===== src/rtl/add_share_arb.sv =====
// add_share_arb: round-robin sharing of one external W-bit adder among NREQ requesters; 1-cycle latency.
// A held result with res_ready low blocks all grants; define ADD_ARB_CNT_EN for per-requester grant_cnt.
module add_share_arb #(
  parameter int NREQ = 4,
  parameter int W    = 16,
  parameter int IDW  = 2
) (
  input  logic              clk,
  input  logic              rst,
  input  logic [NREQ-1:0]   req_valid,
  output logic [NREQ-1:0]   req_ready,
  input  logic [NREQ*W-1:0] req_a,
  input  logic [NREQ*W-1:0] req_b,
  output logic [W-1:0]      add_a,
  output logic [W-1:0]      add_b,
  input  logic [W-1:0]      add_s,
  input  logic              add_c,
  output logic              res_valid,
  input  logic              res_ready,
  output logic [W-1:0]      res_sum,
  output logic              res_carry,
  output logic [IDW-1:0]    res_id
`ifdef ADD_ARB_CNT_EN
  ,
  output logic [NREQ*16-1:0] grant_cnt
`endif
);

  typedef enum logic {EMPTY = 1'b0, FULL = 1'b1} state_t;

  state_t         state;
  logic [IDW-1:0] rr_ptr;
  logic [IDW-1:0] winner;
  logic [IDW-1:0] idx;
  logic           found;
  logic           accept;
  logic           grant;

  // First valid requester at or after rr_ptr, wrapping modulo NREQ.
  always_comb begin
    found  = 1'b0;
    winner = '0;
    idx    = '0;
    for (int k = 0; k < NREQ; k++) begin
      idx = IDW'((int'(rr_ptr) + k) % NREQ);
      for (int i = 0; i < NREQ; i++) begin
        if (!found && (idx == IDW'(i)) && req_valid[i]) begin
          found  = 1'b1;
          winner = idx;
        end
      end
    end
  end

  assign accept = (state == EMPTY) || res_ready;
  assign grant  = found && accept && !rst;

  always_comb begin
    req_ready = '0;
    add_a     = '0;
    add_b     = '0;
    for (int i = 0; i < NREQ; i++) begin
      if (found && (winner == IDW'(i))) begin
        add_a        = req_a[i*W +: W];
        add_b        = req_b[i*W +: W];
        req_ready[i] = grant;
      end
    end
  end

  always_ff @(posedge clk) begin
    if (rst) begin
      state     <= EMPTY;
      res_valid <= 1'b0;
      res_sum   <= '0;
      res_carry <= 1'b0;
      res_id    <= '0;
      rr_ptr    <= '0;
    end else begin
      case (state)
        EMPTY: begin
          if (grant) begin
            state     <= FULL;
            res_valid <= 1'b1;
          end
        end
        FULL: begin
          // A new grant while draining replaces the result in the same edge.
          if (res_ready && !grant) begin
            state     <= EMPTY;
            res_valid <= 1'b0;
          end
        end
        default: begin
          state     <= EMPTY;
          res_valid <= 1'b0;
        end
      endcase
      if (grant) begin
        res_sum   <= add_s;
        res_carry <= add_c;
        res_id    <= winner;
        rr_ptr    <= (winner == IDW'(NREQ-1)) ? '0 : winner + IDW'(1);
      end
    end
  end

`ifdef ADD_ARB_CNT_EN
  always_ff @(posedge clk) begin
    if (rst) begin
      grant_cnt <= '0;
    end else begin
      for (int i = 0; i < NREQ; i++) begin
        if (req_ready[i] && (grant_cnt[i*16 +: 16] != 16'hFFFF)) begin
          grant_cnt[i*16 +: 16] <= grant_cnt[i*16 +: 16] + 16'd1;
        end
      end
    end
  end
`endif

endmodule


===== config.mk =====
export PLATFORM = sky130hd
export DESIGN_NAME = add_share_arb
export DESIGN_NICKNAME = d
export VERILOG_FILES = /design/src/rtl/add_share_arb.sv
export SDC_FILE = /design/constraint.sdc
export NUM_CORES = 1
export LEC_CHECK = 0
export BUFFER_PORTS_ARGS = -buffer_cell sky130_fd_sc_hd__buf_2
export CAP_MARGIN = 20
export CORE_MARGIN = 8
export CORE_UTILIZATION = 25
export DETAILED_ROUTE_END_ITERATION = 12
export GPL_ROUTABILITY_DRIVEN = 1
export SLEW_MARGIN = 30
export SYNTH_ARGS = -nofsm -noshare
export SYNTH_HDL_FRONTEND = slang
export SYNTH_SLANG_ARGS = --single-unit

===== constraint.sdc =====
create_clock -name clk -period 4 [get_ports clk]
set_clock_uncertainty 0.15 [all_clocks]
set_input_delay 0.2 -clock clk [delete_from_list [all_inputs] [get_ports clk]]
set_output_delay 0.2 -clock clk [all_outputs]
set_load 0.01 [all_outputs]

==> reports/metrics.yaml, run 1 <==
logic_synthesis:
  netlist_area_um2: 2250
  synth.yosys.seq_area_share_pct: 20.4
  yosysTopAreaCell: "dfxtp_1"
  yosysWarnings: 0
  synth_common_cells: "a21oi_1, nor2_1, nor2b_1"
  yosys-top-cells-area: "dfxtp_1, a221oi_1, nor2b_1, a21oi_1, nor3_1"
  synthArstFlopShare_pct: 0
  synth_cell_types: 39
  yosysMostFrequentCell: "a21oi_1"
  postSynthCellCount: 325
  synth-main-ff-cell: "dfxtp_1"
  synth_fp_nets: 485
  synth_top_area_share_pct: 20.4
  syn_area_per_cell_um2: 6.93
  synth_edf_count: 0
  ys_ff_latch: 23
detailed_routing:
  top_layer: "met4"
  wl_per_cell_um: 16.0
  ant_nets: 0
  dr_total_vias: 3139
  drtIter0Drc: 230
  met1_length_mm: 4.05
  via_per_inst: 5.01
  drt_pass1_iterations: 4
  drcViolationCount: 0
  met3_length_um: 849
  routed_wirelength_mm: 10.0
  dr_wl_met2_mm: 5.08
cts:
  cts_sinks: 23
  numCtsBuffers: 3
  cts_root_buffer: "clkbuf_8"
  cts_tree: "yes"
  clk_latency_ns: 0.26
  htreeDepth: 1
  clk_pin_slew_worst_paths_ns: 0.08
  cts_buffer_depth: 2
timing:
  timing.final.crit_share_pct: 92.2
  min_period_ns: 3.69
  maxSlewViolCount: 0
  rsz0062_at_grt: "no"
  worstMarginPinSlew_ns: 0.905
  setup_viol: 0
  slew_headroom_pct: 39.7
  finalSetupTns_ns: 0
  fmax_mhz: 271
  hold_viol_final: 0
worst_hold_path:
  hold_path_class: "in2reg"
critical_path:
  startpoint_type: "flop"
  cp.required_ns: 3.65
  path_cells: "inv_1, ha_1, a22o_1, or2_4, a211o_1, a31oi_4, ha_1, nor2b_2, buf_12, a221oi_1, nor3_1, a21oi_1, nor2_1, buf_2"
  arrival_ns: 3.34
  worst-path-buf-inv: 3
  worst_path_most_repeated_cell: "ha_1"
  cp_slowest_cell: "dfxtp_2"
  cpLargestDelayFamily: "compound AO/OA/AOI/OAI gates"
  cpPeakStageDelay_ns: 0.39
  critPathKind: "reg2out"
  end_kind: "output pin"
  critPathMaxFanout: 32
global_routing:
  grt_pass1_vias: 3053
  grt_use_total_pct: 14.8
  antenna_found_initial: 0
  grt_overflow: 0
  grt_pass1_wl_mm: 15.7
  grt_max_degree: 66
pwr:
  peakVddDrop_v: 0.000576
  clkPwrFrac_pct: 3.5
  seqPwrFrac_pct: 8.0
  finalPower_w: 0.00412
  swShare_pct: 52.9
  pwr-share-comb_pct: 88.5
  p_int_w: 0.00194
  p_sw_w: 0.00218
  p_per_area_nw_per_um2: 1150
  power_leakage_nw: 1.77
layout:
  nFillCells: 917
  syn2layout_area_growth_pct: 58.7
  antennaDiodeCount: 0
  final_cells: 626
  drive_gt1_share_pct: 45.8
  num-nets-final: 679
place:
  port_buffers: 207
  dp_cells: 615
  gp_congestion: 0.817
  hpwl_mm: 7.72
die:
  chipHeight_um: 111
  fp.dieArea_um2: 12300
  ios: 208
  die_w_um: 111
  fp-row-count: 34
  fp.coreArea_um2: 8720
  initial_utilization_pct: 25.8
job:
  cap_violations: 0
status:
  outcome: "finished clean"
## cell usage in the layout, fill, tap and decap left out, drive strengths merged, types with 2 or more instances in the layout
master,n
nand3,18
a211oi,2
dlygate4sd3,5
inv,7
a21oi,36
a22o,3
nand2b,17
and3,4
nor3,33
a22oi,4
clkbuf,3
dfxtp,23
ha,8
nand2,4
a221oi,33
buf,217
nor2,34
nor2b,34
o21ai,18
## path summary, 6_finish.rpt
kind,from,end,cells after the start,slack [ns]
setup / recovery,rr_ptr[0],add_a[2],14,0.31
hold / removal,add_s[4],res_sum[4],3,0.008
setup reg to reg,rr_ptr[0],res_id[0],7,0.95
hold reg to reg,state,res_valid,1,0.30
## power by group through the flow
| stage | sequential, W | clock [W] | combinational (W) |
|---|---|---|---|
| after floorplan | 0.000353 | 0 | 0.00232 |
| after global placement | 0.000328 | 0 | 0.00354 |
| after detailed placement | 0.000331 | 0 | 0.00357 |
| after CTS | 0.000327 | 0.000148 | 0.00358 |
| after global routing | 0.000337 | 0.000159 | 0.00410 |
| final | 0.000330 | 0.000143 | 0.00364 |
## logic make-up after synthesis
group | count (synthesis) | synth area share (%)
AOI/OAI and AO/OA | 104 | 31.3
and+or+nand+nor | 148 | 35.4
buffers and inverters | 40 | 7.44
muxes | 2 | 0.944
DFF | 23 | 20.4
adders and majority gates | 8 | 4.44
## registers in the layout, indices dropped and copies added, names as in the netlist
signal,flops
res_carry,1
state,1
res_sum,16
res_valid,1
rr_ptr,2
res_id,2
## cell type report
cell class              instances  area, um2  area share (%)
repair buffers                222       1200            33.5
multi-input cells             262       1710            47.8
inverters                       7       26.3           0.735
clock buffers                   3       41.3            1.15
clock inverters                 1       5.00           0.140
flip-flops and latches         23        462            12.9
well taps                     108        135            3.78
## stage by stage
step	setup WS (ns)	hold slack, ns	utilization [%]	cell area (um2)
3_5_place_dp	0.358	0.275	38.9	3390
6_report	0.311	0.00771	41.0	3580
4_1_cts	0.0681	0.00301	39.9	3480
5_1_grt	0.0615	0.00149	41.0	3580
3_3_place_gp	0.412	0.266	38.9	3390
2_1_floorplan	0.652	0.166	-	2250
## tightest hold or removal path: stages
cell	delay [ns]
buf_2	0.07
nand3_1	0.05
o21ai_1	0.06
## per-layer routing
| layer | vias to the layer above | track usage, % |
|---|---|---|
| li1 | 1582 | - |
| met1 | 1418 | 17.1 |
| met2 | 135 | 26.8 |
| met3 | 4 | 4.27 |
| met4 | 0 | 1.98 |
| met5 | - | 0 |
## what timing repair did
action	in CTS	in global routing
gates resized for setup	0	11
setup buffers	0	2
hold buffers	4	1
hold endpoints to repair	4	1
endpoints found under the setup margin	0	32
(Power assumes the default switching activity.)
==> run 2: changes to the inputs <==
- CORE_ASPECT_RATIO: default -> 2
==> run 2 against run 1 <==
Against the previous run: design area decreased by 1.1%; via count increased by 0.25%; sequential power hardly changed; count of clock-buffer cells in the layout unchanged; total power grew 2.1%; setup slack got worse by 0.063 ns; die area rose by 1.5%; largest power group unchanged.
==> reports/metrics.yaml, run 2 (synthesized netlist as in run 1, its figures left out) <==
layout:
  final_cells: 615  # was 626
  fin_area_um2: 3540  # was 3580 um2
  post-route-util_pct: 39.8  # was 41.0%
  drive_gt1_share_pct: 46.0  # was 45.8%
  largest_register: "res_sum"  # unchanged
  seqCellArea_um2: 460  # was 462 um2
  layout_common_cells: "buf_2, a21oi_1, nor2_1, nor2b_1, nor3_1"  # was buf_2, a21oi_1, nor2_1, nor2b_1
  largest_reg_flops: 16  # unchanged
  multi_input_area_um2: 1700  # was 1710 um2
  antennaDiodeCount: 0  # unchanged
  syn2layout_area_growth_pct: 56.9  # was 58.7%
  reg_top3: "res_sum: 16 flops, res_id: 2 flops, rr_ptr: 2 flops"  # unchanged
  nFillCells: 932  # was 917
  num-nets-final: 674  # was 679
  layout_commonest_cell: "buf_2"  # unchanged
global_routing:
  grt_pass1_vias: 3349  # was 3053
  antenna_found_initial: 0  # unchanged
  grt_use_total_pct: 15.3  # was 14.8%
  grt_overflow: 0  # unchanged
  grt_max_degree: 49  # was 66
  grt_pass1_wl_mm: 16.2  # was 15.7 mm
detailed_routing:
  drtIter0Drc: 176  # was 230
  drcViolationCount: 0  # unchanged
  drt_pass1_iterations: 5  # was 4
  wl_per_cell_um: 16.8  # was 16.0 um
  via_per_inst: 5.12  # was 5.01
  routed_wirelength_mm: 10.3  # was 10.0 mm
  dr_total_vias: 3147  # was 3139
  ant_nets: 0  # unchanged
timing:
  worstMarginPinSlew_ns: 0.866  # was 0.905 ns
  setup_viol: 0  # unchanged
  hold_viol_final: 0  # unchanged
  fmax_mhz: 267  # was 271 MHz
  slew_headroom_pct: 42.3  # was 39.7%
  timing.final.crit_share_pct: 93.8  # was 92.2%
  maxSlewViolCount: 0  # unchanged
  min_period_ns: 3.75  # was 3.69 ns
pwr:
  power_leakage_nw: 1.76  # was 1.77 nW
  seqPwrFrac_pct: 7.8  # was 8.0%
  clkPwrFrac_pct: 5.4  # was 3.5%
  pwr-share-comb_pct: 86.8  # was 88.5%
  finalPower_w: 0.00420  # was 0.00412 W
  swShare_pct: 52.8  # was 52.9%
  p_int_w: 0.00199  # was 0.00194 W
  p_sw_w: 0.00222  # was 0.00218 W
  peakVddDrop_v: 0.000817  # was 0.000576 V
  p_per_area_nw_per_um2: 1190  # was 1150 nW/um2
die:
  initial_utilization_pct: 25.3  # was 25.8%
  fp-row-count: 49  # was 34
  chipHeight_um: 150  # was 111 um
  fp.dieArea_um2: 12500  # was 12300 um2
  die_w_um: 83.1  # was 111 um
  fp.coreArea_um2: 8890  # was 8720 um2
  ios: 208  # unchanged
place:
  hpwl_mm: 8.39  # was 7.72 mm
  dp_cells: 610  # was 615
  port_buffers: 207  # unchanged
  gp_congestion: 0.869  # was 0.817
  place_area_um2: 3380  # was 3390 um2
critical_path:
  path_cells: "inv_1, ha_1, a22o_1, a221oi_2, nand2_1, o2bb2ai_2, inv_1, ha_1, nor2b_4, buf_4, a221oi_1, nor3_1, a21oi_1, nor2_1, buf_2"  # was inv_1, ha_1, a22o_1, or2_4, a211o_1, a31oi_4, ha_1, nor2b_2, buf_12, a221oi_1, nor3_1, a21oi_1, nor2_1, buf_2
  cpPeakStageDelay_ns: 0.42  # was 0.39 ns
  cp_slowest_cell: "dfxtp_1"  # was dfxtp_2
  critPathKind: "reg2out"  # unchanged
  end_kind: "output pin"  # unchanged
  critPathMaxFanout: 8  # was 32
  startpoint_type: "flop"  # unchanged
  cp.required_ns: 3.65  # about the same
  arrival_ns: 3.40  # was 3.34 ns
cts:
  numCtsBuffers: 3  # unchanged
  cts_hold_buf: 0  # was 4
  clk_pin_slew_worst_paths_ns: 0.06  # was 0.08 ns
  cts_buffer_depth: 2  # unchanged
  htreeDepth: 1  # unchanged
  cts_sinks: 23  # unchanged
  cts_tree: "yes"  # unchanged
  clk_latency_ns: 0.26  # about the same
  cts_root_buffer: "clkbuf_16"  # was clkbuf_8
job:
  cap_violations: 0  # unchanged
worst_hold_path:
  hold_path_class: "in2reg"  # unchanged
status:
  outcome: "finished clean"  # unchanged
## run 2: cell types whose count changed in the layout (fill, tap and decap cells not counted), moves of 2 or more
cell and delta:
a221oi_2 +3, clkbuf_16 +3, a221oi_1 -2, clkbuf_8 -3, buf_6 +2, dlygate4sd3_1 -5
## run 2: timing repair
| action | 4_1_cts | 5_1_grt |
|---|---|---|
| setup endpoints to repair | 22 | 32 |
| resized for setup | 2 | 9 |
| setup buffers | 0 | 1 |
## run 2: power by group through the flow
| stage | sequential [W] | combinational, W | clock [W] |
|---|---|---|---|
| after floorplan | 0.000353 | 0.00232 | 0 |
| after global placement | 0.000329 | 0.00352 | 0 |
| after detailed placement | 0.000331 | 0.00356 | 0 |
| after CTS | 0.000326 | 0.00360 | 0.000232 |
| after global routing | 0.000335 | 0.00410 | 0.000237 |
| final | 0.000327 | 0.00365 | 0.000226 |
## run 2: worst max-delay path, delay by kind of cell, from the launching register on
family | cells | cell delay, ns
AND/OR/NAND/NOR | 4 | 0.40
adder cells (fa/ha/maj) | 2 | 0.46
AO/OA/AOI/OAI | 5 | 1.23
flip-flops | 1 | 0.42
buffers and inverters | 4 | 0.59
## run 2: area by class of cell
cell class / count / area share (%)
multi-input combinational: 262 / 47.9
timing repair buffer: 217 / 32.3
sequential: 23 / 13.0
tap: 102 / 3.61
clock buffer: 3 / 2.12
inverter: 7 / 0.743
clock inverter: 1 / 0.212
## run 2: metal layers
layer,routed length [um],track usage (%),vias up
met4,107,3.81,0
met3,734,4.06,7
li1,-,-,1569
met5,0,0,-
met2,5550,28.3,154
met1,3910,16.5,1417
## run 2: final timing paths
path	startpoint	to	slack [ns]	cells past startpoint
max	rr_ptr[1]	add_b[3]	0.25	15
min	add_s[11]	res_sum[11]	0.006	3
max reg2reg	rr_ptr[1]	res_id[0]	0.78	8
min reg2reg	res_sum[6]	res_sum[6]	0.31	2
## run 2: through the flow
step                setup WS, ns  TNS [ns]  hold WS, ns
global route             -0.0487    -0.146       0.0183
detailed placement         0.128         0        0.278
CTS                       0.0599         0      0.00650
finish                     0.248         0      0.00647
floorplan                  0.652         0        0.166
global placement           0.235         0        0.274
